## src/rtl/pc_con_pila.sv

```systemverilog
// ============================================================================
// Module      : pc_con_pila
// Description : Fetch-stage program counter with an internal incrementer,
//               branch/jump redirect and a circular return-address stack
//               with full/empty flags and a sticky overflow/underflow flag.
// Revision    : 1.0 - initial release
// ============================================================================
`default_nettype none

module pc_con_pila #(
  parameter int ANCHO_PC     = 11,
  parameter int PROF_PILA    = 4,
  parameter int VECTOR_RESET = 0,
  parameter int INCREMENTO   = 1
) (
  input  logic                           clock,
  input  logic                           reset,
  input  logic                           enable_pc,
  input  logic                           salto,
  input  logic                           llamada,
  input  logic                           retorno,
  input  logic [ANCHO_PC-1:0]            destino_salto,
  output logic [ANCHO_PC-1:0]            pc_actual,
  output logic [ANCHO_PC-1:0]            pc_secuencial,
  output logic                           pila_vacia,
  output logic                           pila_llena,
  output logic [$clog2(PROF_PILA):0]     profundidad,
  output logic                           desborde
);

  // Pointer width; the pointer indexes the next free slot and wraps modulo
  // PROF_PILA, which makes a push on a full stack overwrite the oldest entry.
  localparam int PW = $clog2(PROF_PILA);

  localparam logic [ANCHO_PC-1:0] C_VECTOR_RESET = ANCHO_PC'(VECTOR_RESET);
  localparam logic [ANCHO_PC-1:0] C_INCREMENTO   = ANCHO_PC'(INCREMENTO);
  localparam logic [PW:0]         C_LLENA        = (PW+1)'(PROF_PILA);
  localparam logic [PW-1:0]       C_UNO_SP       = PW'(1);
  localparam logic [PW:0]         C_UNO_CNT      = (PW+1)'(1);

  logic [ANCHO_PC-1:0] pc_q, pc_d;
  logic [PW-1:0]       sp_q, sp_d;
  logic [PW:0]         cnt_q, cnt_d;
  logic                ovf_q, ovf_d;
  logic [ANCHO_PC-1:0] pila_q [PROF_PILA];

  logic [ANCHO_PC-1:0] sec;
  logic [PW-1:0]       tope_idx;
  logic                vacia;
  logic                llena;
  logic                push;

  assign sec      = pc_q + C_INCREMENTO;
  assign tope_idx = sp_q - C_UNO_SP;
  assign vacia    = (cnt_q == '0);
  assign llena    = (cnt_q == C_LLENA);

  // Next-state selection: retorno > llamada > salto > sequential, all gated by enable_pc.
  always_comb begin
    pc_d  = pc_q;
    sp_d  = sp_q;
    cnt_d = cnt_q;
    ovf_d = ovf_q;
    push  = 1'b0;
    if (enable_pc) begin
      if (retorno) begin
        if (!vacia) begin
          pc_d  = pila_q[tope_idx];
          sp_d  = tope_idx;
          cnt_d = cnt_q - C_UNO_CNT;
        end else begin
          pc_d  = sec;
          ovf_d = 1'b1;
        end
      end else if (llamada) begin
        pc_d = destino_salto;
        push = 1'b1;
        sp_d = sp_q + C_UNO_SP;
        if (llena) begin
          ovf_d = 1'b1;
        end else begin
          cnt_d = cnt_q + C_UNO_CNT;
        end
      end else if (salto) begin
        pc_d = destino_salto;
      end else begin
        pc_d = sec;
      end
    end
  end

  // PC, stack pointer, entry count and sticky overflow registers.
  always_ff @(posedge clock) begin
    if (reset) begin
      pc_q  <= C_VECTOR_RESET;
      sp_q  <= '0;
      cnt_q <= '0;
      ovf_q <= 1'b0;
    end else begin
      pc_q  <= pc_d;
      sp_q  <= sp_d;
      cnt_q <= cnt_d;
      ovf_q <= ovf_d;
    end
  end

  // Return-address storage; contents need no reset, only the write is gated.
  always_ff @(posedge clock) begin
    if (!reset && push) begin
      pila_q[sp_q] <= sec;
    end
  end

  assign pc_actual     = pc_q;
  assign pc_secuencial = sec;
  assign pila_vacia    = vacia;
  assign pila_llena    = llena;
  assign profundidad   = cnt_q;
  assign desborde      = ovf_q;

endmodule

`default_nettype wire

```

## config.mk

```make
export PLATFORM = sky130hd
export DESIGN_NAME = pc_con_pila
export DESIGN_NICKNAME = d
export VERILOG_FILES = /design/src/rtl/pc_con_pila.sv
export SDC_FILE = /design/constraint.sdc
export NUM_CORES = 1
export LEC_CHECK = 0
export CORE_UTILIZATION = 48
export DETAILED_ROUTE_END_ITERATION = 10
export PLACE_DENSITY = 0.73
export SYNTH_ARGS = -nofsm -noshare
export SYNTH_HDL_FRONTEND = slang
export SYNTH_SLANG_ARGS = --single-unit
```

## constraint.sdc

```tcl
create_clock -name clock -period 2.4 [get_ports clock]
set_input_delay 0.36 -clock clock [delete_from_list [all_inputs] [get_ports clock]]
set_output_delay 0.36 -clock clock [all_outputs]
set_load 0.1 [all_outputs]
```

-- Word level (Yosys, flattened, before mapping)
Memory sizes are Yosys's and may differ from the RTL's.
Index checks and enable logic that the tools add are counted.
W data, S select, Z words.
- $add $sub $neg: 5
- equality and inequality tests: 4
- muxes and demuxes: 20
- reduce and logical (&&, ||, !) cells: 8
- operator list (operator ; number):
    $mux W11 ; 4
    $mux W3 ; 4
    $add A11 B1 Y11 const B ; 1
    $mux W1 ; 9
    $reduce_and A4 Y1 ; 2
    $mux W2 ; 3
    $ne A2 B2 Y1 const B ; 2
    $reduce_bool A2 Y1 ; 2
    $add A3 B1 Y3 const B ; 1
    $eq A3 B3 Y1 const B ; 1
    $logic_not A3 Y1 ; 1
    $reduce_and A3 Y1 ; 1
    $sub A3 B1 Y3 const B ; 1
    $add A2 B1 Y2 const B ; 1
    $ne A2 B1 Y1 const B ; 1
    $sub A2 B1 Y2 const B ; 1
    $logic_and A1 B1 Y1 ; 1
    $logic_not A1 Y1 ; 1
- register bits: 17
- memory bits (writable): 44
- bits of input ports: 17
- output and inout bits: 28
- memories: 1
- memory list (name ; depth ; width ; rd ports ; clocked after memory_dff ; wr ports ; line ; source):
    pila_q ; 4 ; 11 ; 1 ; 0 ; 1 ; 45 ; logic [ANCHO_PC-1:0] pila_q [PROF_PILA];

-- Longest topological paths before layout
Gate-level depths: netlist of run 1.
- word-level depth: 6
- mapped depth: 7
- gate-level depth less buffers: 6

-- Worst setup path before layout of run 1
Ideal clock, no wire load.
- kind: reg-to-reg
- start point: register cnt_q[0] (netlist: profundidad[0])
- end point: register pc_q[2] (netlist: pc_actual[2])
- setup time: 0.135 ns
- arrival: 3.987 ns
- setup slack: -1.722 ns
- cell stages (with the launch flop): 5
- path buffers: 0
- clock period less this slack: 4.122 ns
- cells stage by stage: dfxtp_1 nor3_1 nor2_1 a221oi_1 a211oi_1
- word-level cells in the longest chain between the ends: 3
- ends and longest elaborated chain (item ; line ; source):
    start, declared ; 43 ; logic [PW:0] cnt_q, cnt_d;
    start signal, assigned ; 102 ; cnt_q <= cnt_d;
    $logic_not A3 Y1 ; 55 ; assign vacia = (cnt_q == '0);
    net pila_vacia ; 25 ; output logic pila_vacia,
    $mux W11 ; 67 ; if (!vacia) begin
    $mux W11 ; 66 ; if (retorno) begin
    end signal, assigned ; 100 ; pc_q <= pc_d;
    end, declared ; 41 ; logic [ANCHO_PC-1:0] pc_q, pc_d;
The timed path passes the listed nets, and every way through them passes these cells.
A chain may end at the register's enable or synchronous reset.

-- Final worst setup path of run 1
- start point: register pc_q[0] (netlist: pc_actual[0])
- end point: output pc_secuencial[10]
- word-level cells in the longest chain between the ends: 1
- ends and longest elaborated chain (item ; line ; source):
    $add A11 B1 Y11 ; 53 ; assign sec = pc_q + C_INCREMENTO;
    end, declared ; 24 ; output logic [ANCHO_PC-1:0] pc_secuencial,
Every way passes these cells.

==> summary.txt, run 1 <==
Global route
  – First-pass GRT wire length: 10.2 mm
  – Grt total ovfl: 0
  – Vias in the first global route: 1940
  – Gr usage total: 22.7%
  – Largest net degree at the start of global routing: 15
  – Initial antenna violation count: 0

Logic synthesis
  – Post-synthesis sequential area ratio: approximately three fifths
  – Main combinational cell family by area after synthesis: compound AO/OA/AOI/OAI gates
  – Simple-Gate Fraction of Synth Area: approximately 11%
  – Post-synthesis mux area share: 9.18%
  – Area of the mapped netlist: ~2800 um^2
  – Synth Area in XOR/XNOR: under 10%
  – EDFF count, synth: 44
  – Synthesis-stage register bit count: between 60 and 70
  – Top post-synthesis cells by area: edfxtp_1 47%, dfxtp_1 12%, mux4_2 8.8%
  – Netlist cell types: 51
  – Synthesized Nets: about 240
  – Post-synthesis cell count: 212
  – Top_reg_cell synth: edfxtp_1
  – Dominant cell type by area after synthesis: edfxtp_1
  – Mapped Avg Cell Area: 13.3 um^2
  – Share of the synthesized area in the top cell type: 46.8%
  – Fraction of registers with async set/reset: 0%
  – Post-synthesis adder-cell area fraction: 2.93%
  – Compound-gate portion of the synthesized area: 13.7%
  – Synth warn: 0

Clocking
  – CTS H-tree lvls: 3
  – Post_cts resized: 0
  – CTS Buffer Depth: 2
  – Post-CTS setup buffer count: 0
  – Sink Count: 61
  – CTS tree: built
  – CTS Buf Count: 9
  – CTS root buffer: clkbuf_8
  – Hold buffer count at cts: 0
  – Clock transition at path regs: 0.08 ns
  – Worst skew pair latency: 0.34 ns

Routing
  – Detail Route met3 WL: 387 um
  – Highest metal used: met4
  – Initial DRC count: 133
  – WL met1: 2.80 mm
  – WL met2: 2.99 mm
  – DRC viols: 0
  – Via count: approximately 2.0k
  – Detail Route Antenna Nets: 0
  – Initial DRT Pass Iterations: 4
  – Via-to-Cell Ratio: 5.72
  – Routed wire per std cell: 18.0 um
  – WL final: 6.26 mm

Timing
  – Fmax achieved: 434 MHz
  – Minimum clock period: approximately 2.3 ns
  – Slew Limit Fails: 0
  – Slew @ Worst Pin: 0.603 ns
  – Skew final: 0.0123 ns
  – Fin. Hold Viols: 0
  – Rel. slew slack: 59.4%
  – Final setup violating endpoints: 0
  – Setup ws final: ~0.094 ns
  – Crit share post-route: 96.1%
  – Total Neg Setup Slack: 0 ns
  – Worst hold margin: between 0.4 and 0.5 ns

Setup path
  – Worst r2r src: sp_q[1]$_SDFFE_PP0P_
  – Cells along the critical path: ha_2, nand4_1, nor3_4, xor2_4, buf_12
  – Crit path arrival time: about 2.0 ns
  – WS Path Type: reg -> out
  – Crit path from: pc_actual[0]$_SDFFE_PP0P_
  – Crit path max fanout: 6
  – Top delay family on crit path: simple AND/OR/NAND/NOR gates
  – CP Capture Type: output port
  – Flop-to-flop setup slack: 0.37 ns
  – Reg2Reg Depth: 5
  – Crit path depth: 5
  – Crit path buf inv count: 1
  – Reg2reg end: pc_actual[8]$_SDFFE_PP0P_
  – Max stage delay on crit path: 0.38 ns
  – Slowest CP cell: dfxtp_4
  – Worst path required time: between 2 and 2.5 ns
  – Critical path startpoint category: register
  – CP endpoint: pc_secuencial[10]

Layout
  – Post-layout net count: 293
  – Layout cells sized above 1: a little under two fifths
  – Layout area overhead: 32.6%
  – Fill cells: 422
  – Antenna cells: 0
  – Core Util, Final: 67.1%
  – Fin area: 3740 um^2
  – Commonest cells after routing, fill and taps aside: 44 x edfxtp_1, 30 x buf_4, 17 x nor2_1
  – Most common cell after layout, fill and taps aside: edfxtp_1
  – Finished Layout Cells: 347

Floorplanning
  – Die area: 6190 um^2
  – Std cell rows: 27
  – DIE WIDTH: 78.7 um
  – Initial core utilization: between 50% and 60%
  – Core Area: 5570 um^2
  – Io pins: 45
  – Chip height: 78.7 um

Power
  – Maximum VDD drop: 559 uV
  – Cell Pwr Density: 796 nW/um^2
  – LEAKAGE: 1.35 nW
  – Total Power: slightly below 3 mW

Worst hold path
  – Worst Hold Class: reg -> reg

Outcome
  – Status: completed

Placement
  – Dpl ws: 0.186 ns
  – Placed insts: 331
  – Hpwl dp: 4.56 mm
  – Port-buffer cells: between 40 and 50
  – Global placement routability congestion: 0.820
  – DP Area: between 3000 and 4000 um^2

Run
  – Maxcap violations: 0
registers in the layout (all words and copies together), names as in the netlist:
register     count
desborde         1
pc_actual       11
pila_q          44
profundidad      3
sp_q             2
synthesized netlist by cell type, types with 2 or more instances:
cell type  number
o211ai_1        2
buf_2           2
a311oi_1        2
or2_2           3
a211oi_1        3
xnor2_1         5
ha_1            5
a221oi_1        6
nand3_1         3
a221oi_2        2
nor3_1          5
o21a_1          2
o21bai_1        3
and2_1          5
a21oi_1         5
dfxtp_1        17
nand2_1        12
xor2_1          2
and3_1          2
nor2_1         17
edfxtp_1       44
clkbuf_1        3
inv_1           9
o21ai_0        13
mux4_2         11
nand4_1         2
o221ai_1        2
o2bb2ai_1       2
logic make-up (layout without fill, tap and decap cells):
family | Yosys count | in the layout
buffers and inverters | 16 | 79
AO/OA/AOI/OAI | 53 | 53
multiplexers | 12 | 12
XOR/XNOR | 7 | 7
adder cells (fa/ha/maj) | 6 | 6
AND/OR/NAND/NOR | 57 | 57
flip-flops | 61 | 61
worst min path at each step:
| stage | end | slack [ns] | depth (start not counted) | from |
|---|---|---|---|---|
| after floorplan | profundidad[1]$_SDFFE_PP0P_ | 0.43 | 1 | reset |
| after global placement | desborde$_SDFFE_PP0P_ | 0.46 | 2 | desborde$_SDFFE_PP0P_ |
| after detailed placement | desborde$_SDFFE_PP0P_ | 0.47 | 2 | desborde$_SDFFE_PP0P_ |
| after CTS | desborde$_SDFFE_PP0P_ | 0.49 | 2 | desborde$_SDFFE_PP0P_ |
| after global routing | desborde$_SDFFE_PP0P_ | 0.52 | 2 | desborde$_SDFFE_PP0P_ |
| final | desborde$_SDFFE_PP0P_ | 0.48 | 2 | desborde$_SDFFE_PP0P_ |
cell type report:
class	instances	area (um^2)	share of cell area [%]
flip-flops and latches	61	1690	45.1
multi-input cells	135	1180	31.6
repair buffers	54	546	14.6
clock buffers	9	124	3.31
well taps	72	90.1	2.41
clock inverters	7	75.1	2.01
inverters	9	33.8	0.903
tightest hold or removal path, cell delays in order, from the launching register on:
cell and delay (ns):
dfxtp_1 0.33, a21oi_1 0.05, nor2_1 0.07
per-layer routing:
layer	track usage [%]	vias to the layer above
li1	-	942
met1	31.5	962
met2	35.0	73
met3	4.07	9
met4	9.44	0
met5	0	-
where the power goes:
part | switching (mW) | internal [mW] | leakage, nW
Clock | 0.423 | 0.482 | 0.0918
Combinational | 0.571 | 0.267 | 0.707
Sequential | 0.0516 | 1.18 | 0.550
(Power assumes the default switching activity.)
==> inputs of run 2 (changes only) <==
- CORE_UTILIZATION: 48 -> 49
- CTS_BUF_LIST: not set -> sky130_fd_sc_hd__clkbuf_8
- PLACE_DENSITY: 0.73 -> 0.71
- clock period: 2.4 -> 2.9 ns (I/O delays scaled with it)
==> run 2 against run 1 <==
Effect of this change: hold slack better by 0.0079 ns; utilization shrank 3.3 points; highest routed layer unchanged; design area down 5.5%; clock skew grew 0.0041 ns; register-to-register slack gained 0.35 ns; power shrank 21%; clock power is 26% lower; sequential cell count did not move; sequential share of layout area grew 2.0 points.
==> summary.txt, run 2 (same netlist as run 1, synthesis figures left out) <==
Placement
  – Port-buffer cells: 44
  – Global placement routability congestion: 0.793
  – Hpwl dp: 5.17 mm
  – DP Area: around 3400 um^2
  – Dpl ws: between 0.4 and 0.5 ns

Global route
  – GR Util met1: between 30% and 40%
  – GRT Max-Usage Layer: met2
  – Vias in the first global route: approximately 2k
  – Initial antenna violation count: 0
  – M2 GR Usage: 44.5%
  – Grt total ovfl: 0
  – Gr usage total: 26.0%
  – Largest net degree at the start of global routing: 15
  – Met3 Resource Use GR: under 10%
  – First-pass GRT wire length: 11.1 mm

Setup path
  – Worst path required time: 2.47 ns
  – Top delay family on crit path: simple AND/OR/NAND/NOR gates
  – Crit path buf inv count: 1
  – Crit path max fanout: 6
  – Critical path startpoint category: register
  – Worst r2r src: sp_q[1]$_SDFFE_PP0P_
  – Slowest CP cell: nor3_1
  – Flop-to-flop setup slack: 0.72 ns
  – Max stage delay on crit path: 0.55 ns
  – Reg2Reg Depth: 5
  – CP Capture Type: output port
  – WS Path Type: reg -> out
  – Crit path arrival time: 2.22 ns
  – Cells along the critical path: ha_1, nand4_1, nor3_1, xor2_4, buf_12
  – Reg2reg end: pc_actual[2]$_SDFFE_PP0P_

Layout
  – Layout area overhead: 25.3%
  – Commonest cells after routing, fill and taps aside: 44 x edfxtp_1, 31 x buf_4, 17 x nor2_1
  – Largest register FFs: 44
  – Core Util, Final: 63.8%
  – Most common cell after layout, fill and taps aside: edfxtp_1
  – Antenna cells: 0
  – Fin area: between 3000 and 4000 um^2
  – Layout cells sized above 1: a little under a third
  – Post-layout net count: between 200 and 300
  – Biggest register: pila_q
  – Fill cells: 457

Clocking
  – Post_cts resized: 0
  – Post-CTS setup buffer count: 0
  – Sink Count: around 60
  – Worst skew pair latency: 0.34 ns
  – Hold buffer count at cts: 0
  – CTS H-tree lvls: 3
  – CTS Buf Count: 9
  – CTS root buffer: clkbuf_8
  – CTS tree: built
  – Clock transition at path regs: 0.07 ns
  – CTS Buffer Depth: 2

Floorplanning
  – Std cell rows: 27
  – Initial core utilization: 50.9%
  – Core Area: 5540 um^2
  – Die area: 6070 um^2
  – DIE WIDTH: 77.9 um
  – Io pins: 45
  – Chip height: 77.9 um

Routing
  – Via count: 1993
  – Detail Route Antenna Nets: 0
  – WL final: 7.23 mm
  – Via-to-Cell Ratio: 5.84
  – Initial DRC count: 132
  – DRC viols: 0
  – Routed wire per std cell: 21.2 um
  – Initial DRT Pass Iterations: 4

Outcome
  – Status: completed

Timing
  – Setup ws final: between 0.2 and 0.25 ns
  – Slew Limit Fails: 0
  – Skew final: approximately 0.016 ns
  – Slew @ Worst Pin: around 0.76 ns
  – Minimum clock period: 2.66 ns
  – RSZ-0062 raised after global routing: false
  – Final setup violating endpoints: 0
  – Worst hold margin: 0.488 ns
  – Fin. Hold Viols: 0
  – Total Neg Setup Slack: 0 ns
  – Fmax achieved: 376 MHz
  – Rel. slew slack: 49.1%
  – Crit share post-route: roughly 92%

Power
  – Clock network fraction of total power: 28.5%
  – LEAKAGE: 1.28 nW
  – Cell Pwr Density: 666 nW/um^2
  – Logic pwr share: 28.1%
  – Net Switching: 0.843 mW
  – Maximum VDD drop: 410 uV
  – Cell-internal power: about 1.5 mW
  – Net Sw Frac: 35.8%
  – Flop pwr share: 43.4%

Worst hold path
  – Beginning of the worst hold path: desborde$_SDFFE_PP0P_
  – Worst hold endpoint: desborde$_SDFFE_PP0P_
  – Worst Hold Class: reg -> reg
  – Hold-critical path depth: 2

Run
  – Maxcap violations: 0
[run 2: changes by cell type in the layout (fill, tap and decap cells not counted), moves of 2 or more]
| cell | previous run | this run |
|---|---|---|
| buf_12 | 8 | 1 |
| clkbuf_8 | 9 | 11 |
| clkinv_2 | 1 | 3 |
| clkinvlp_4 | 3 | 1 |
| dfxtp_1 | 4 | 13 |
| dfxtp_2 | 9 | 4 |
| dfxtp_4 | 4 | 0 |
[run 2: layout make-up]
type / count / area, um^2 / share of cell area, %
clock buffers: 11 / 151 / 4.28
clock inverters: 5 / 26.3 / 0.743
inverters: 9 / 33.8 / 0.956
multi-input cells: 135 / 1150 / 32.6
flip-flops and latches: 61 / 1670 / 47.2
well taps: 72 / 90.1 / 2.55
repair buffers: 48 / 413 / 11.7
[run 2: per-layer routing]
layer | wire length [um] | part of all wire, % | up-vias
li1 | - | - | 926
met1 | 3090 | 43 | 998
met2 | 3680 | 51 | 56
met3 | 344 | 4.8 | 13
met4 | 114 | 1.6 | 0
met5 | 0 | 0 | -
[run 2: how the worst max path moves through the flow]
| stage | from | to | slack (ns) | cells past startpoint |
|---|---|---|---|---|
| CTS | pc_actual[1]$_SDFFE_PP0P_ | pc_secuencial[10] | 0.22 | 5 |
| global route | pc_actual[1]$_SDFFE_PP0P_ | pc_secuencial[10] | 0.13 | 5 |
| finish | pc_actual[1]$_SDFFE_PP0P_ | pc_secuencial[10] | 0.24 | 5 |
| detailed placement | enable_pc | pila_q[0][3]$_DFFE_PP_ | 0.49 | 4 |
| global placement | retorno | pc_actual[0]$_SDFFE_PP0P_ | 0.49 | 6 |
| floorplan | pc_actual[4]$_SDFFE_PP0P_ | pc_secuencial[5] | -0.005 | 3 |
[run 2: stage by stage]
stage,cells,power [mW]
2_1_floorplan,212,1.53
3_3_place_gp,325,1.70
3_5_place_dp,325,1.70
4_1_cts,341,2.36
5_1_grt,341,2.44
6_report,341,2.36
[run 2: power by group through the flow]
stage	clock network, mW	registers, mW	logic, mW
6_report	0.672	1.02	0.662
5_1_grt	0.724	1.03	0.691
4_1_cts	0.677	1.02	0.663
3_5_place_dp	0	1.04	0.661
3_3_place_gp	0	1.04	0.658
2_1_floorplan	0	1.17	0.365
[run 2: worst register-to-register path: stages, from the launching register on]
cell and delay [ns]:
dfxtp_1 0.41, inv_1 0.11, ha_1 0.65, mux4_2 0.41, a221oi_1 0.33, a211oi_1 0.12
==> inputs of run 3 (changes only) <==
- CTS_CLUSTER_DIAMETER: not set -> 50
==> results of run 3 <==
The final DEF is identical to that of run 2; final timing and power are the same.
==> RTL edit: new RTL, flow settings as in run 1 <==
`PROF_PILA`: 4 -> 8.
--- a/src/rtl/pc_con_pila.sv
+++ b/src/rtl/pc_con_pila.sv
@@ -10,5 +10,5 @@
 module pc_con_pila #(
   parameter int ANCHO_PC     = 11,
-  parameter int PROF_PILA    = 4,
+  parameter int PROF_PILA    = 8,
   parameter int VECTOR_RESET = 0,
   parameter int INCREMENTO   = 1
Ports: changed (resized profundidad); port bits go from 45 to 46. The function was not compared with the original's and may differ.
==> RTL edit against run 1 <==
  * Synthesized cell count rose by 58%
  * Highest routed layer unchanged
  * Setup slack better by 0.015 ns
  * First-iteration DRC count rose by 56%
  * Total power up 67%
  * Critical path depth shrank 1
  * Critical path type unchanged
  * Fmax increased by 0.65%
  * Final area up 61%
  * Synthesized area increased by 69%
  * Largest cell class unchanged
  * Critical endpoint is now pc_secuencial[7]
  * Sequential cell count rose by 46
  * Wire length rose by 69%
==> RTL edit: results (changes against run 1) <==
Clock network
  – # H-tree levels: 3 (unchanged)
  – Post-CTS Repair Setup Buffers: 1 (was 0)
  – Worst-skew pair later-pin latency: 0.36 ns (was 0.34 ns)
  – Clk pin slew, worst setup/hold paths: 0.11 ns (was 0.08 ns)

Critical path
  – Critical path fanouts, max: 10 (was 6)
  – Arrival @ worst endpoint: 1.93 ns (was 1.95 ns)
  – FF-to-FF path depth: 8 (was 5)

Drt
  – Final WL: 10.6 mm (was 6.26 mm)
  – WL met3: 579 um (was 387 um)
  – Met2 WL: 4.99 mm (was 2.99 mm)
  – DRT iter0 DRCs: 208 (was 133)
  – Vias: 3,061 (was 1,986)

Status
  – Outcome: completed (unchanged)

Pwr
  – Peak VDD IR: 0.391 mV (was 0.559 mV)
  – Leakage power: 2.12 nW (was 1.35 nW)

Finish
  – Largest register FFs: 88 (was 44)
  – Share of cells above drive strength 1: 0.295 (was 0.367)
  – Fillers: 754 (was 422)

STA
  – Worst Skew: 0.00986 ns (was 0.0123 ns)
  – Slew at the pin closest to its max-slew limit: 0.812 ns (was 0.603 ns)

Placement
  – HPWL Detailed: 7.50 mm (was 4.56 mm)
  – GPL Wtd Cong: 0.802 (was 0.820)
  – PortBufs: 45 (was 44)

GRT
  – Total GRT Usage: 0.221 (was 0.227)
  – First-pass GRT wire length: 16.8 mm (was 10.2 mm)
  – Largest net degree at the start of global routing: 29 (was 15)

Yosys
  – Post-Syn Nets: 358 (was 235)
  – Area contributors post-synth: edfxtp_1 (55%), dfxtp_1 (8.0%), mux4_2 (4.7%) (was edfxtp_1 (47%), dfxtp_1 (12%), mux4_2 (8.8%))
  – Post-synth top cells: edfxtp_1 (88), nor2_1 (36), nand2_1 (30), dfxtp_1 (19), a21oi_1 (12) (was edfxtp_1 (44), dfxtp_1 (17), nor2_1 (17), o21ai_0 (13), nand2_1 (12))
-- RTL edit: changes by cell type in the layout (fill, tap and decap cells not counted), sizes merged, moves of 6 or more --
cell and delta:
edfxtp +44, mux4 +7, mux2i +6, xnor2 +6, buf +24, nor2 +19
a21oi +7, nand2 +20
-- RTL edit: metrics by stage --
| step | std cells | hold slack, ns | area [um2] | setup TNS [ns] |
|---|---|---|---|---|
| after global placement | 529 | 0.462 | 5800 | 0 |
| after floorplan | 335 | 0.559 | 4990 | -0.153 |
| after detailed placement | 529 | 0.467 | 5800 | 0 |
| final | 546 | 0.483 | 6020 | 0 |
| after global routing | 546 | 0.538 | 6020 | 0 |
| after CTS | 546 | 0.492 | 6020 | 0 |
-- RTL edit: cell families (layout without fill, tap and decap cells) --
| kind of cell | Yosys count | count (layout) | share of synthesized area |
|---|---|---|---|
| AOI/OAI and AO/OA | 53 | 53 | 0.0829 |
| and+or+nand+nor | 101 | 101 | 0.0968 |
| xor gates and xnor gates | 17 | 17 | 0.0327 |
| DFF | 107 | 107 | 0.632 |
| buffers and inverters | 26 | 104 | 0.0322 |
| adders and majority gates | 6 | 6 | 0.0173 |
| muxes | 25 | 25 | 0.106 |
-- RTL edit: layout make-up --
class / instances / share of cell area
flip-flops and latches: 107 / 0.507
multi-input cells: 202 / 0.297
repair buffers: 78 / 0.127
well taps: 133 / 0.0277
clock buffers: 9 / 0.0206
clock inverters: 7 / 0.0141
inverters: 10 / 0.00707
-- RTL edit: worst max-delay path, stage by stage (launching register included) --
cell and delay, ns:
dfxtp_4 0.42, and4_1 0.24, nand4_1 0.24, xnor2_4 0.43, buf_12 0.23
-- RTL edit: final timing paths --
kind | startpoint | endpoint | slack [ns]
worst max-delay path | pc_actual[4]$_SDFFE_PP0P_ | pc_secuencial[7] | 0.11
worst min-delay path | desborde$_SDFFE_PP0P_ | desborde$_SDFFE_PP0P_ | 0.48
worst max register to register | sp_q[0]$_SDFFE_PP0P_ | pc_actual[9]$_SDFFE_PP0P_ | 0.29
worst min register to register | desborde$_SDFFE_PP0P_ | desborde$_SDFFE_PP0P_ | 0.48
-- RTL edit: layer usage --
metal,global-route usage,vias up
li1,-,1436
met1,0.315,1497
met2,0.348,118
met3,0.0424,10
met4,0.0648,0
met5,0,-
-- RTL edit: power by group through the flow --
| stage | combinational (mW) | sequential (mW) | clock, mW |
|---|---|---|---|
| floorplan | 0.948 | 2.46 | 0 |
| global placement | 1.61 | 2.23 | 0 |
| detailed placement | 1.63 | 2.23 | 0 |
| CTS | 1.64 | 2.19 | 1.17 |
| global route | 1.73 | 2.20 | 1.23 |
| finish | 1.64 | 2.19 | 1.14 |
